===== config.mk =====
export PLATFORM = sky130hd
export DESIGN_NAME = irq_request_ctrl
export DESIGN_NICKNAME = d
export VERILOG_FILES = /design/src/rtl/irq_request_ctrl.sv
export SDC_FILE = /design/constraint.sdc
export NUM_CORES = 1
export LEC_CHECK = 0
export BUFFER_PORTS_ARGS = -buffer_cell sky130_fd_sc_hd__buf_2
export CAP_MARGIN = 30
export CORE_MARGIN = 5
export CORE_UTILIZATION = 47
export DETAILED_ROUTE_END_ITERATION = 12
export PLACE_DENSITY_LB_ADDON = 0.05
export SYNTH_ARGS = -nofsm -noshare
export SYNTH_HDL_FRONTEND = slang
export SYNTH_SLANG_ARGS = --single-unit

===== constraint.sdc =====
create_clock -name clk -period 1.3 [get_ports clk]
set_input_delay 0.325 -clock clk [delete_from_list [all_inputs] [get_ports clk]]
set_output_delay 0.325 -clock clk [all_outputs]
set_load 0.02 [all_outputs]

===== src/rtl/irq_request_ctrl.sv =====
`default_nettype none
// ============================================================================
// Module   : irq_request_ctrl
// Purpose  : Interrupt front-end for core_top. Synchronises asynchronous
//            request lines, latches rising edges as pending requests,
//            arbitrates them by fixed priority (line 0 highest) and issues
//            one-cycle interrupt pulses while the sequencer is idle. Each
//            pulse waits for an acknowledge (with timeout) and is followed
//            by a hold-off gap.
// Ports    : clk          - rising-edge clock
//            reset        - asynchronous active-low reset
//            irq_in       - asynchronous request lines (rising-edge events)
//            irq_mask     - 1 = line excluded from arbitration
//            ps_idle      - program sequencer idle flag
//            irq_ack      - core accepted the issued interrupt
//            sticky_clr   - clears irq_overrun and ack_timeout
//            interrupt    - registered one-cycle pulse to the core
//            irq_id       - index of the request being serviced
//            irq_pending  - pending request vector
//            irq_overrun  - sticky: edge on an already-pending line
//            ack_timeout  - sticky: acknowledge never arrived
// Revision : 1.0 - initial release
// ============================================================================
module irq_request_ctrl #(
  parameter int IRQ_LINES   = 4,
  parameter int ID_WIDTH    = 2,
  parameter int ACK_TIMEOUT = 16,
  parameter int HOLDOFF     = 3
) (
  input  logic                 clk,
  input  logic                 reset,
  input  logic [IRQ_LINES-1:0] irq_in,
  input  logic [IRQ_LINES-1:0] irq_mask,
  input  logic                 ps_idle,
  input  logic                 irq_ack,
  input  logic                 sticky_clr,
  output logic                 interrupt,
  output logic [ID_WIDTH-1:0]  irq_id,
  output logic [IRQ_LINES-1:0] irq_pending,
  output logic                 irq_overrun,
  output logic                 ack_timeout
);

  // Counter widths; a width of at least 1 keeps HOLDOFF == 1 legal.
  localparam int C_TO_W = (ACK_TIMEOUT > 1) ? $clog2(ACK_TIMEOUT) : 1;
  localparam int C_HO_W = (HOLDOFF > 1) ? $clog2(HOLDOFF) : 1;
  localparam logic [C_TO_W-1:0] C_TO_LAST = C_TO_W'(ACK_TIMEOUT - 1);
  localparam logic [C_HO_W-1:0] C_HO_LOAD = C_HO_W'(HOLDOFF - 1);

  typedef enum logic [1:0] {
    S_IDLE     = 2'd0,
    S_ISSUE    = 2'd1,
    S_WAIT_ACK = 2'd2,
    S_HOLDOFF  = 2'd3
  } state_t;

  state_t               r_state;
  state_t               w_state_nxt;

  logic [IRQ_LINES-1:0] r_sync1;
  logic [IRQ_LINES-1:0] r_sync2;
  logic [IRQ_LINES-1:0] r_prev;
  logic [IRQ_LINES-1:0] r_pending;
  logic [C_TO_W-1:0]    r_to_cnt;
  logic [C_HO_W-1:0]    r_ho_cnt;
  logic [ID_WIDTH-1:0]  r_irq_id;
  logic                 r_interrupt;
  logic                 r_overrun;
  logic                 r_ack_timeout;

  logic [IRQ_LINES-1:0] w_edge;
  logic [IRQ_LINES-1:0] w_eligible;
  logic [IRQ_LINES-1:0] w_clr;
  logic [ID_WIDTH-1:0]  w_winner;
  logic                 w_any_eligible;
  logic                 w_ack_accept;
  logic                 w_to_expire;
  logic [C_TO_W-1:0]    w_to_cnt_nxt;
  logic [C_HO_W-1:0]    w_ho_cnt_nxt;
  logic                 w_any_overrun;

  assign w_edge     = r_sync2 & ~r_prev;
  assign w_eligible = r_pending & ~irq_mask;

  // Fixed-priority pick: scanning downwards leaves the lowest set index.
  always_comb begin
    w_winner       = '0;
    w_any_eligible = 1'b0;
    for (int i = IRQ_LINES - 1; i >= 0; i--) begin
      if (w_eligible[i]) begin
        w_winner       = ID_WIDTH'(i);
        w_any_eligible = 1'b1;
      end
    end
  end

  // Clear mask for the serviced line; a simultaneous edge re-sets the bit
  // and is not an overrun because the old request has just been retired.
  always_comb begin
    w_clr = '0;
    for (int i = 0; i < IRQ_LINES; i++) begin
      w_clr[i] = w_ack_accept && (r_irq_id == ID_WIDTH'(i));
    end
  end

  assign w_any_overrun = |(w_edge & r_pending & ~w_clr);

  // Next-state and counter logic.
  always_comb begin
    w_state_nxt  = r_state;
    w_to_cnt_nxt = '0;
    w_ho_cnt_nxt = '0;
    w_ack_accept = 1'b0;
    w_to_expire  = 1'b0;
    case (r_state)
      S_IDLE: begin
        if (w_any_eligible && ps_idle) begin
          w_state_nxt = S_ISSUE;
        end
      end
      S_ISSUE: begin
        w_state_nxt = S_WAIT_ACK;
      end
      S_WAIT_ACK: begin
        if (irq_ack) begin
          w_ack_accept = 1'b1;
          w_ho_cnt_nxt = C_HO_LOAD;
          w_state_nxt  = S_HOLDOFF;
        end else if (r_to_cnt == C_TO_LAST) begin
          w_to_expire = 1'b1;
          w_state_nxt = S_IDLE;
        end else begin
          w_to_cnt_nxt = r_to_cnt + 1'b1;
        end
      end
      S_HOLDOFF: begin
        if (r_ho_cnt == '0) begin
          w_state_nxt = S_IDLE;
        end else begin
          w_ho_cnt_nxt = r_ho_cnt - 1'b1;
        end
      end
      default: begin
        w_state_nxt = S_IDLE;
      end
    endcase
  end

  always_ff @(posedge clk or negedge reset) begin
    if (!reset) begin
      r_state <= S_IDLE;
    end else begin
      r_state <= w_state_nxt;
    end
  end

  always_ff @(posedge clk or negedge reset) begin
    if (!reset) begin
      r_sync1       <= '0;
      r_sync2       <= '0;
      r_prev        <= '0;
      r_pending     <= '0;
      r_to_cnt      <= '0;
      r_ho_cnt      <= '0;
      r_irq_id      <= '0;
      r_interrupt   <= 1'b0;
      r_overrun     <= 1'b0;
      r_ack_timeout <= 1'b0;
    end else begin
      r_sync1   <= irq_in;
      r_sync2   <= r_sync1;
      r_prev    <= r_sync2;
      r_pending <= (r_pending & ~w_clr) | w_edge;
      r_to_cnt  <= w_to_cnt_nxt;
      r_ho_cnt  <= w_ho_cnt_nxt;
      // The pulse register is loaded on the same edge that enters ISSUE,
      // so interrupt is high exactly while the FSM sits in ISSUE.
      r_interrupt <= (w_state_nxt == S_ISSUE);
      if (r_state == S_IDLE && w_state_nxt == S_ISSUE) begin
        r_irq_id <= w_winner;
      end
      r_overrun     <= (r_overrun & ~sticky_clr) | w_any_overrun;
      r_ack_timeout <= (r_ack_timeout & ~sticky_clr) | w_to_expire;
    end
  end

  assign interrupt   = r_interrupt;
  assign irq_id      = r_irq_id;
  assign irq_pending = r_pending;
  assign irq_overrun = r_overrun;
  assign ack_timeout = r_ack_timeout;

endmodule
`default_nettype wire

# == Yosys cells after proc, flatten, opt, wreduce, memory -nomap -nowiden ==
# Index checks and enable logic that the tools add are counted.
# totals
register_bits,29
latchBits,0
mem_bits_rw,0
rom_bits,0
in_bits,13
output_inout_bits,9
wordCells,69
memories,0
# op_classes
addsub,2
n_mul,0
div,0
n_lt_le_gt_ge,0
n_eq_ne,8
shifts,0
n_mux,24
bitwise,14
n_reduce_logical,10
# op_table
cell,n
bitwise AND 4 bit,5
two-way mux 2 bit,10
two-way mux 4 bit,3
inverter 4 bit,3
two-way mux 1 bit,9
"equality test 2 bit, second input constant",4
one-hot mux 2 bit (4 select lines),1
"equality test 2 x 1 -> 1 bit, second input constant",3
logical AND 1 bit,6
logical NOT 2 bit,3
"adder 4 x 1 -> 4 bit, second input constant",1
"equality test 4 bit, second input constant",1
bitwise OR 4 bit,1
one-hot mux 2 bit (2 select lines),1
OR reduction 4 bit,1
bitwise AND 1 bit,2
bitwise OR 1 bit,2
"subtractor 2 x 1 -> 2 bit, second input constant",1
inverter 1 bit,1

# == Depth between registers and ports, before layout ==
# Gate-level depths: netlist (run 1).
# logic_depth
ltp_word,11
ltp_mapped,4
ltp_nobuf,4

# == Worst setup path after synthesis (run 1) ==
# OpenSTA, ideal clock, no wires.
# synth_path
path_type,register to register
startpoint,register r_pending[0] (netlist: irq_pending[0])
endpoint,register r_irq_id[0] (netlist: irq_id[0])
setup_time_ns,0.125
t_arrival_ns,1.462
slack_ns,-0.286
path_stages_with_launch,5
n_path_buf,0
synth_period_minus_slack_ns,1.586
path_cell_list,dfrtp_1 nor2b_1 or2_2 o211ai_2 mux2_2
# synth_between
elab_chain_cells,7
word_cells_on_any_way,8
classes_between,eq/ne (1); mux (4); bitwise (1); reduce/logical (2)
# synth_lines
element,line,text
"start, declared",63,logic [IRQ_LINES-1:0] r_pending;
"start signal, assigned",173,r_pending <= (r_pending & ~w_clr) | w_edge;
bitwise AND 4 bit (*),83,assign w_eligible = r_pending & ~irq_mask;
two-way mux 1 bit,90,if (w_eligible[i]) begin
logical AND 1 bit,117,if (w_any_eligible && ps_idle) begin
two-way mux 2 bit,117,
one-hot mux 2 bit (4 select lines),115,case (r_state)
equality test 2 x 1 -> 1 bit,179,if (r_state == S_IDLE && w_state_nxt == S_ISSUE) begin
logical AND 1 bit,179,
"end signal, assigned",180,r_irq_id <= w_winner;
"end, declared",66,logic [ID_WIDTH-1:0] r_irq_id;
# Every way passes the cells marked *; elsewhere a longest branch is shown, timed or not.
# A chain may end at the register's enable or synchronous reset.

# == Final worst setup path (run 1) ==
# layout_path
startpoint,register r_state[0]
endpoint,register r_overrun (netlist: irq_overrun)
# layout_between
elab_chain_cells,7
word_cells_on_any_way,10
classes_between,eq/ne (1); mux (1); bitwise (3); reduce/logical (5)
# layout_lines
element,line,text
"start, declared",57,state_t r_state;
"start signal, assigned",153,r_state <= w_state_nxt;
equality test 2 bit (*),115,
two-way mux 1 bit (*),115,
logical AND 1 bit,102,w_clr[i] = w_ack_accept && (r_irq_id == ID_WIDTH'(i));
inverter 4 bit (*),106,assign w_any_overrun = |(w_edge & r_pending & ~w_clr);
bitwise AND 4 bit (*),106,
OR reduction 4 bit (*),106,
bitwise OR 1 bit (*),182,r_overrun <= (r_overrun & ~sticky_clr) | w_any_overrun;
"end signal, assigned",182,
"end, declared",68,logic r_overrun;
# Marks and branches as above.

==> impl_summary.txt, run 1 <==
----------------------------------------------------
[Status]
  Outcome ... complete, but fails checks
  Violations in the final reports ... setup timing

[Die]
  Row count ... 17
  Placeable Area ... 2210 um^2
  Die W ... 58.3 um
  Die H ... 58.3 um
  I/O pin total ... 22
  Area of the die ... 3400 um^2
  Initial core utilization ... 49.5%

[GRT]
  Global router's overall resource usage ... 15.8%
  Number of global-route vias before repair ... 811
  Wire length of the first global-routing pass ... 3800 um
  Initial antenna violation count ... 0
  Pin count of the biggest net entering global routing ... 20
  Overall overflow remaining after global route ... 0

[STA]
  Tightest hold margin ... 104 ps
  Hold Fails Final Rpt ... 0
  Worst slew pin tran ... 469 ps
  Count of pins over their slew limit ... 0
  Smallest setup slack after layout ... -234 ps
  Crit share post-route ... 118%
  Worst-case clock skew ... 13.6 ps
  Final setup violation count ... 6
  Fmax ... 0.652 GHz
  Worst slew margin relative to its limit ... 68.4%
  Min Clock Period, post-route ... 1530 ps
  RSZ-0062 raised after global routing ... true

[Layout]
  Relative area change from synthesis to final layout ... 43.6%
  Post-route cell area ... 1570 um^2
  Final std cells w/o fill ... 164
  Net total in the final layout ... 149
  Diodes inserted ... 0
  Share of post-route cells with drive strength above 1 ... 42.6%

[Yosys]
  Number of synthesized register bits ... 29
  Cell type contributing the most total cell area after synthesis ... dfrtp_1
  Sequential cell area fraction in the yosys report ... 66.2%
  Number of library cell types mapped by synthesis ... 27
  Fraction of post-synthesis cell area in the top cell type by area ... 66.2%
  Leading post-synthesis cells by cell area ... dfrtp_1, o21ai_0, inv_1
  Total of warnings raised by yosys ... 0
  Cell area after synthesis ... 1100 um^2
  Synthesized instance count ... 90
  Post-Synthesis Mean Instance Area ... 12.2 um^2
  Post-synthesis net count ... 104

[Drt]
  Router iterations before antenna repair ... 4
  Vias per Instance ... 5.05
  Via count ... 829
  DR WL/cell ... 14.0 um
  Post-route DRC ... 0
  First-iteration detailed-routing DRC count ... 9
  Routed wire length ... 2290 um
  Detail Route Antenna Nets ... 0

[Min path]
  Number of instances on the worst hold path ... 1
  Terminating pin of the worst hold path ... r_sync1[1]
  Hold WC Path Type ... in2reg
  Critical hold path startpoint ... irq_in[1]

[Placement]
  Area post-placement ... 1380 um^2
  Placed instance count ... 152
  Count of buffers from port buffering ... 21
  RD Place Congestion ... 0.864
  HPWL after DPL ... 1630 um

[Setup path]
  Nature of the critical path endpoint ... flop
  Setup crit start kind ... flop
  Register-to-register setup slack ... -230 ps
  Depth of the worst register-to-register path ... 4
  Arrival time of the worst setup path ... 1730 ps
  Setup Crit Path Kind ... reg2reg
  Largest fanout on the critical path ... 3
  Required arrival time at the worst endpoint ... 1490 ps
  Worst reg2reg endpoint ... irq_overrun
  Startpoint of the lowest-slack register-to-register path ... r_state[0]

[Pwr]
  Overall power of the completed layout ... 0.00316 W
  Maximum vdd drop ... 1.26 mV
  Power density of the placed cells ... 2010 nW/um^2
  Static Leak ... 0.770 nW

[CTS]
  Maximum level of the CTS H-tree ... 2
  Worst-case clock buffer depth ... 2
  Clock latency at the later pin of the worst-skew pair ... 320 ps
  Clock transition at the register clock pins on the worst setup and hold paths after CTS ... 90 ps
  TritonCTS clock tree ... done
  Sink count of the clock tree ... 29
  Total clock buffers created by CTS ... 5
  Clock Tree Root ... clkbuf_4

[Job]
  Count of max-cap constraint violations ... 0

----------------------------------------------------
-- worst max-delay path by stage --
stage               cells after the start  slack (ps)        from           to
floorplan                               4        -230   irq_id[1]  irq_overrun
global placement                        4        -180   irq_id[1]  irq_overrun
detailed placement                      4        -250  r_state[0]  irq_overrun
CTS                                     4        -230   irq_id[1]  irq_overrun
global route                            4        -320  r_state[0]  irq_overrun
finish                                  4        -230  r_state[0]  irq_overrun
-- layout make-up --
type	instances	area, um^2
Fill cell	156	638
Sequential cell	29	729
Inverter	9	33.8
Clock inverter	1	30.0
Tap cell	28	35.0
Timing Repair Buffer	38	312
Multi-Input combinational cell	52	379
Clock buffer	7	55.1
-- metrics by stage --
step | setup TNS (ps) | worst slack [ps] | utilization (%)
after floorplan | -533 | -226 | -
after global placement | -450 | -175 | 62.6
after detailed placement | -536 | -250 | 62.6
after CTS | -745 | -230 | 70.1
after global routing | -1280 | -323 | 71.2
final | -687 | -234 | 71.2
-- report_power, final --
part / leakage (nW) / total (W) / internal, W / switching [W]
registers: 0.344 / 0.00121 / 0.00108 / 0.000133
logic: 0.381 / 0.00119 / 0.000660 / 0.000528
clock network: 0.0455 / 0.000757 / 0.000459 / 0.000298
-- placed cells by master, fill, tap and decap left out, drive strengths merged, types with 2 or more instances in the layout --
master / Yosys / final
nor2: 5 / 5
nand4b: 2 / 2
inv: 9 / 9
nand3: 2 / 2
a21oi: 2 / 2
and4b: 2 / 2
o21ai: 8 / 8
nand2: 6 / 6
dfrtp: 29 / 29
clkbuf: 0 / 7
nor2b: 4 / 4
buf: 0 / 37
mux2: 2 / 2
nand2b: 4 / 4
o22ai: 2 / 2
-- flip-flops by register name, summed over array words and instances, names as in the netlist --
register / cells
ack_timeout: 1
interrupt: 1
irq_id: 2
irq_overrun: 1
irq_pending: 4
r_ho_cnt: 2
r_prev: 4
r_state: 2
r_sync1: 4
r_sync2: 4
r_to_cnt: 4
-- timing repair --
item                                   4_1_cts  5_1_grt
resized for setup                           20        6
pin swaps                                    1        1
hold buffers                                 1        0
buffers inserted                             3        2
endpoints found under the hold margin       10        0
setup endpoints to repair                    9       12
-- synth_stat cells, drive strengths merged --
cell type,n
nor2b,4
a22oi,1
xnor2,1
mux2,2
nand2,6
nand2b,4
o21ai,8
inv,9
nand3,2
nor2,5
and4b,2
ha,1
or2,1
a21boi,1
a21oi,2
nor3,1
o211ai,1
nand3b,1
and4bb,1
o22ai,2
dfrtp,29
a21bo,1
nor3b,1
nand4b,2
or4,1
a31oi,1
-- metal layers --
layer / vias up / share of wire [%] / global-route usage [%]
met5: - / 0 / 0
met4: 0 / 2.8 / 8.94
met3: 10 / 7.9 / 6.58
met2: 33 / 48 / 24.2
met1: 390 / 41 / 18.5
li1: 396 / - / -
-- critical path, cell delays in order, from the launching register on --
cell      delay, ps
dfrtp_1         400
and4bb_1        300
a21bo_2         140
o22ai_1          60
or4_1           510
-- logic make-up (layout without fill, tap and decap cells) --
group | count (synthesis) | count (layout) | share of synthesized area, %
multiplexers | 2 | 2 | 2.05
buffers and inverters | 9 | 55 | 3.08
AND/OR/NAND/NOR | 31 | 31 | 17.0
AO/OA/AOI/OAI | 17 | 17 | 9.70
flip-flops | 29 | 29 | 66.2
adder cells (fa/ha/maj) | 1 | 1 | 1.14
XOR/XNOR | 1 | 1 | 0.799
(Power assumes the default switching activity.)
==> inputs of run 2 (changes only) <==
--- a/config.mk
+++ b/config.mk
@@ -7,6 +7,7 @@
 export LEC_CHECK = 0
 export BUFFER_PORTS_ARGS = -buffer_cell sky130_fd_sc_hd__buf_2
 export CAP_MARGIN = 30
+export CORE_ASPECT_RATIO = 0.8
 export CORE_MARGIN = 5
 export CORE_UTILIZATION = 47
 export DETAILED_ROUTE_END_ITERATION = 12
==> run 2 against run 1 <==
The run still ends with setup timing left. Clock power grew 2%. Routed wire length grew 1.7%. Register-to-register slack lost 50 ps. Largest power group is now combinational logic.
==> impl_summary.txt, run 2 (synthesis gave the netlist of run 1 again) <==
----------------------------------------------------
[Status]
  Outcome ... complete, but fails checks
  Violations in the final reports ... setup timing

[GRT]
  Pin count of the biggest net entering global routing ... 16 (-20%)
  Wire length of the first global-routing pass ... 3870 um (+2.0%)
  Global-route track usage on met2 ... 25.1% (+0.84 points)
  GRT met3 Usage ... 8.07% (+1.5 points)
  Global routing met1 resource utilization ... 20.1% (+1.6 points)
  Initial antenna violation count ... 0 (unchanged)
  Global router's overall resource usage ... 15.9% (+0.14 points)
  GR peak layer ... met2
  Number of global-route vias before repair ... 801 (-1.2%)
  Overall overflow remaining after global route ... 0 (unchanged)

[Layout]
  Most common library cell in the layout ignoring fill and taps ... dfrtp_1
  Post-route cell area ... 1580 um^2 (+0.32%)
  Diodes inserted ... 0 (unchanged)
  Sequential cell area ... 731 um^2 (+0.17%)
  Area of combinational cells with multiple inputs ... 384 um^2 (+1.3%)
  Relative area change from synthesis to final layout ... 44.1%
  Final cell utilization of the core ... 71.9% (+0.75 points)
  Net total in the final layout ... 149 (unchanged)
  Commonest non-fill, non-tap cells in the layout ... dfrtp_1, buf_2, buf_6, buf_4, inv_1
  Share of post-route cells with drive strength above 1 ... 45.6% (+2.9 points)
  Fillcell total ... 155 (-0.64%)
  Final std cells w/o fill ... 161 (-1.8%)

[CTS]
  TritonCTS clock tree ... done
  Worst-case clock buffer depth ... 2 (unchanged)
  Sink count of the clock tree ... 29 (unchanged)
  Clock Tree Root ... clkbuf_4
  Clock latency at the later pin of the worst-skew pair ... 310 ps (about the same)
  Clock transition at the register clock pins on the worst setup and hold paths after CTS ... 90 ps (about the same)
  Maximum level of the CTS H-tree ... 2 (unchanged)
  Total clock buffers created by CTS ... 5 (unchanged)

[Min path]
  Hold WC Path Type ... in2reg
  Terminating pin of the worst hold path ... r_sync1[3]
  Critical hold path startpoint ... irq_in[3]
  Number of instances on the worst hold path ... 1 (unchanged)

[Die]
  Row count ... 15 (-2)
  Initial core utilization ... 49.9% (+0.37 points)
  Die H ... 53.2 um (-8.7%)
  Area of the die ... 3400 um^2 (+0.18%)
  I/O pin total ... 22 (unchanged)
  Die W ... 64.0 um (+9.8%)
  Placeable Area ... 2200 um^2 (-0.74%)

[Setup path]
  Startpoint of the lowest-slack register-to-register path ... irq_id[1]
  Library cell contributing the largest single delay on the critical path ... or4_1
  Nature of the critical path endpoint ... flop
  Setup Crit Path Kind ... reg2reg
  Largest fanout on the critical path ... 3 (unchanged)
  Largest delay contributor family on the critical path ... simple AND/OR/NAND/NOR gates
  Required arrival time at the worst endpoint ... 1490 ps (about the same)
  Arrival time of the worst setup path ... 1770 ps (+40 ps)
  Register-to-register setup slack ... -280 ps (-50 ps)
  Setup crit start kind ... flop
  Worst reg2reg endpoint ... irq_overrun
  Slowest Stage Delay on Critical Path ... 500 ps (about the same)
  Cell Chain, Critical Path ... and4bb_1 -> a21bo_2 -> o22ai_1 -> or4_1
  Depth of the worst register-to-register path ... 4 (unchanged)
  Count of buffering cells on the critical path with inverters included ... 0 (unchanged)

[STA]
  Final setup violation count ... 8 (+2)
  Worst slew margin relative to its limit ... 72.4% (+4.0 points)
  Fmax ... 0.633 GHz (-2.9%)
  Worst-case clock skew ... 1.89 ps (-11.7 ps)
  Smallest setup slack after layout ... -281 ps (-46.4 ps)
  Crit share post-route ... 122% (+3.6 points)
  Min Clock Period, post-route ... 1580 ps (+46.4 ps)
  Hold Fails Final Rpt ... 0 (unchanged)
  Worst slew pin tran ... 410 ps (-59.1 ps)
  Count of pins over their slew limit ... 0 (unchanged)
  RSZ-0062 raised after global routing ... true
  Tightest hold margin ... 111 ps (+6.47 ps)

[Drt]
  Via count ... 817 (-1.4%)
  First-iteration detailed-routing DRC count ... 24 (+15)
  Routed wire length ... 2330 um (+1.7%)
  DR WL/cell ... 14.5 um (+3.6%)
  Vias per Instance ... 5.07 (+0.39%)
  Post-route DRC ... 0 (unchanged)
  Detail Route Antenna Nets ... 0 (unchanged)
  Router iterations before antenna repair ... 4 (unchanged)

[Placement]
  Setup slack at placement ... -277 ps (-27.1 ps)
  HPWL after DPL ... 1590 um (-2.5%)
  Count of buffers from port buffering ... 21 (unchanged)
  Area post-placement ... 1370 um^2 (-0.81%)
  Placed instance count ... 148 (-2.6%)
  RD Place Congestion ... 0.709 (-18%)

[Job]
  Count of max-cap constraint violations ... 0 (unchanged)

[Pwr]
  Power density of the placed cells ... 2040 nW/um^2 (+1.9%)
  Maximum vdd drop ... 1.57 mV (+24%)
  Static Leak ... 0.769 nW (-0.13%)

----------------------------------------------------
==> run 2: layout make-up <==
cell class,count,area share (%)
well taps,25,1.98
multi-input cells,52,24.3
inverters,9,2.30
flip-flops and latches,29,46.3
repair buffers,38,19.5
clock buffers,6,3.25
clock inverters,2,2.38
==> run 2: what timing repair did <==
| item | CTS | global route |
|---|---|---|
| pin swaps | 0 | 5 |
| endpoints found under the setup margin | 9 | 15 |
| gates resized for setup | 19 | 11 |
| hold buffers | 1 | 0 |
| endpoints found under the hold margin | 14 | 0 |
| gates cloned | 0 | 0 |
| buffers inserted | 3 | 5 |
==> run 2: per-layer routing <==
| metal | up-vias | share of wire (%) |
|---|---|---|
| li1 | 399 | - |
| met1 | 388 | 45 |
| met2 | 30 | 48 |
| met3 | 0 | 6.8 |
| met4 | 0 | 0 |
| met5 | - | 0 |
==> run 2: how the worst max path moves through the flow <==
stage                          start          end  slack [ps]  depth (start not counted)
after floorplan            irq_id[1]  irq_overrun        -230                          4
after global placement     irq_id[1]  irq_overrun        -170                          4
after detailed placement  r_state[0]  irq_overrun        -280                          4
after CTS                 r_state[0]  irq_overrun        -210                          4
after global routing       irq_id[1]  irq_overrun        -330                          4
final                      irq_id[1]  irq_overrun        -280                          4
==> run 2: through the flow <==
| step | setup TNS (ps) | power, W |
|---|---|---|
| 5_1_grt | -1570 | 0.00343 |
| 2_1_floorplan | -533 | 0.00174 |
| 4_1_cts | -722 | 0.00313 |
| 3_5_place_dp | -551 | 0.00215 |
| 3_3_place_gp | -451 | 0.00213 |
| 6_report | -1050 | 0.00323 |
==> run 2: power by group <==
part / leakage, nW / switching [W] / internal [W]
sequential: 0.342 / 0.000140 / 0.00108
combinational: 0.382 / 0.000554 / 0.000677
clock: 0.0445 / 0.000315 / 0.000457
==> run 2: worst register-to-register path, stage by stage, from the launching register on <==
cell	delay (ps)
dfrtp_2	430
and4bb_1	310
a21bo_2	160
o22ai_1	70
or4_1	500
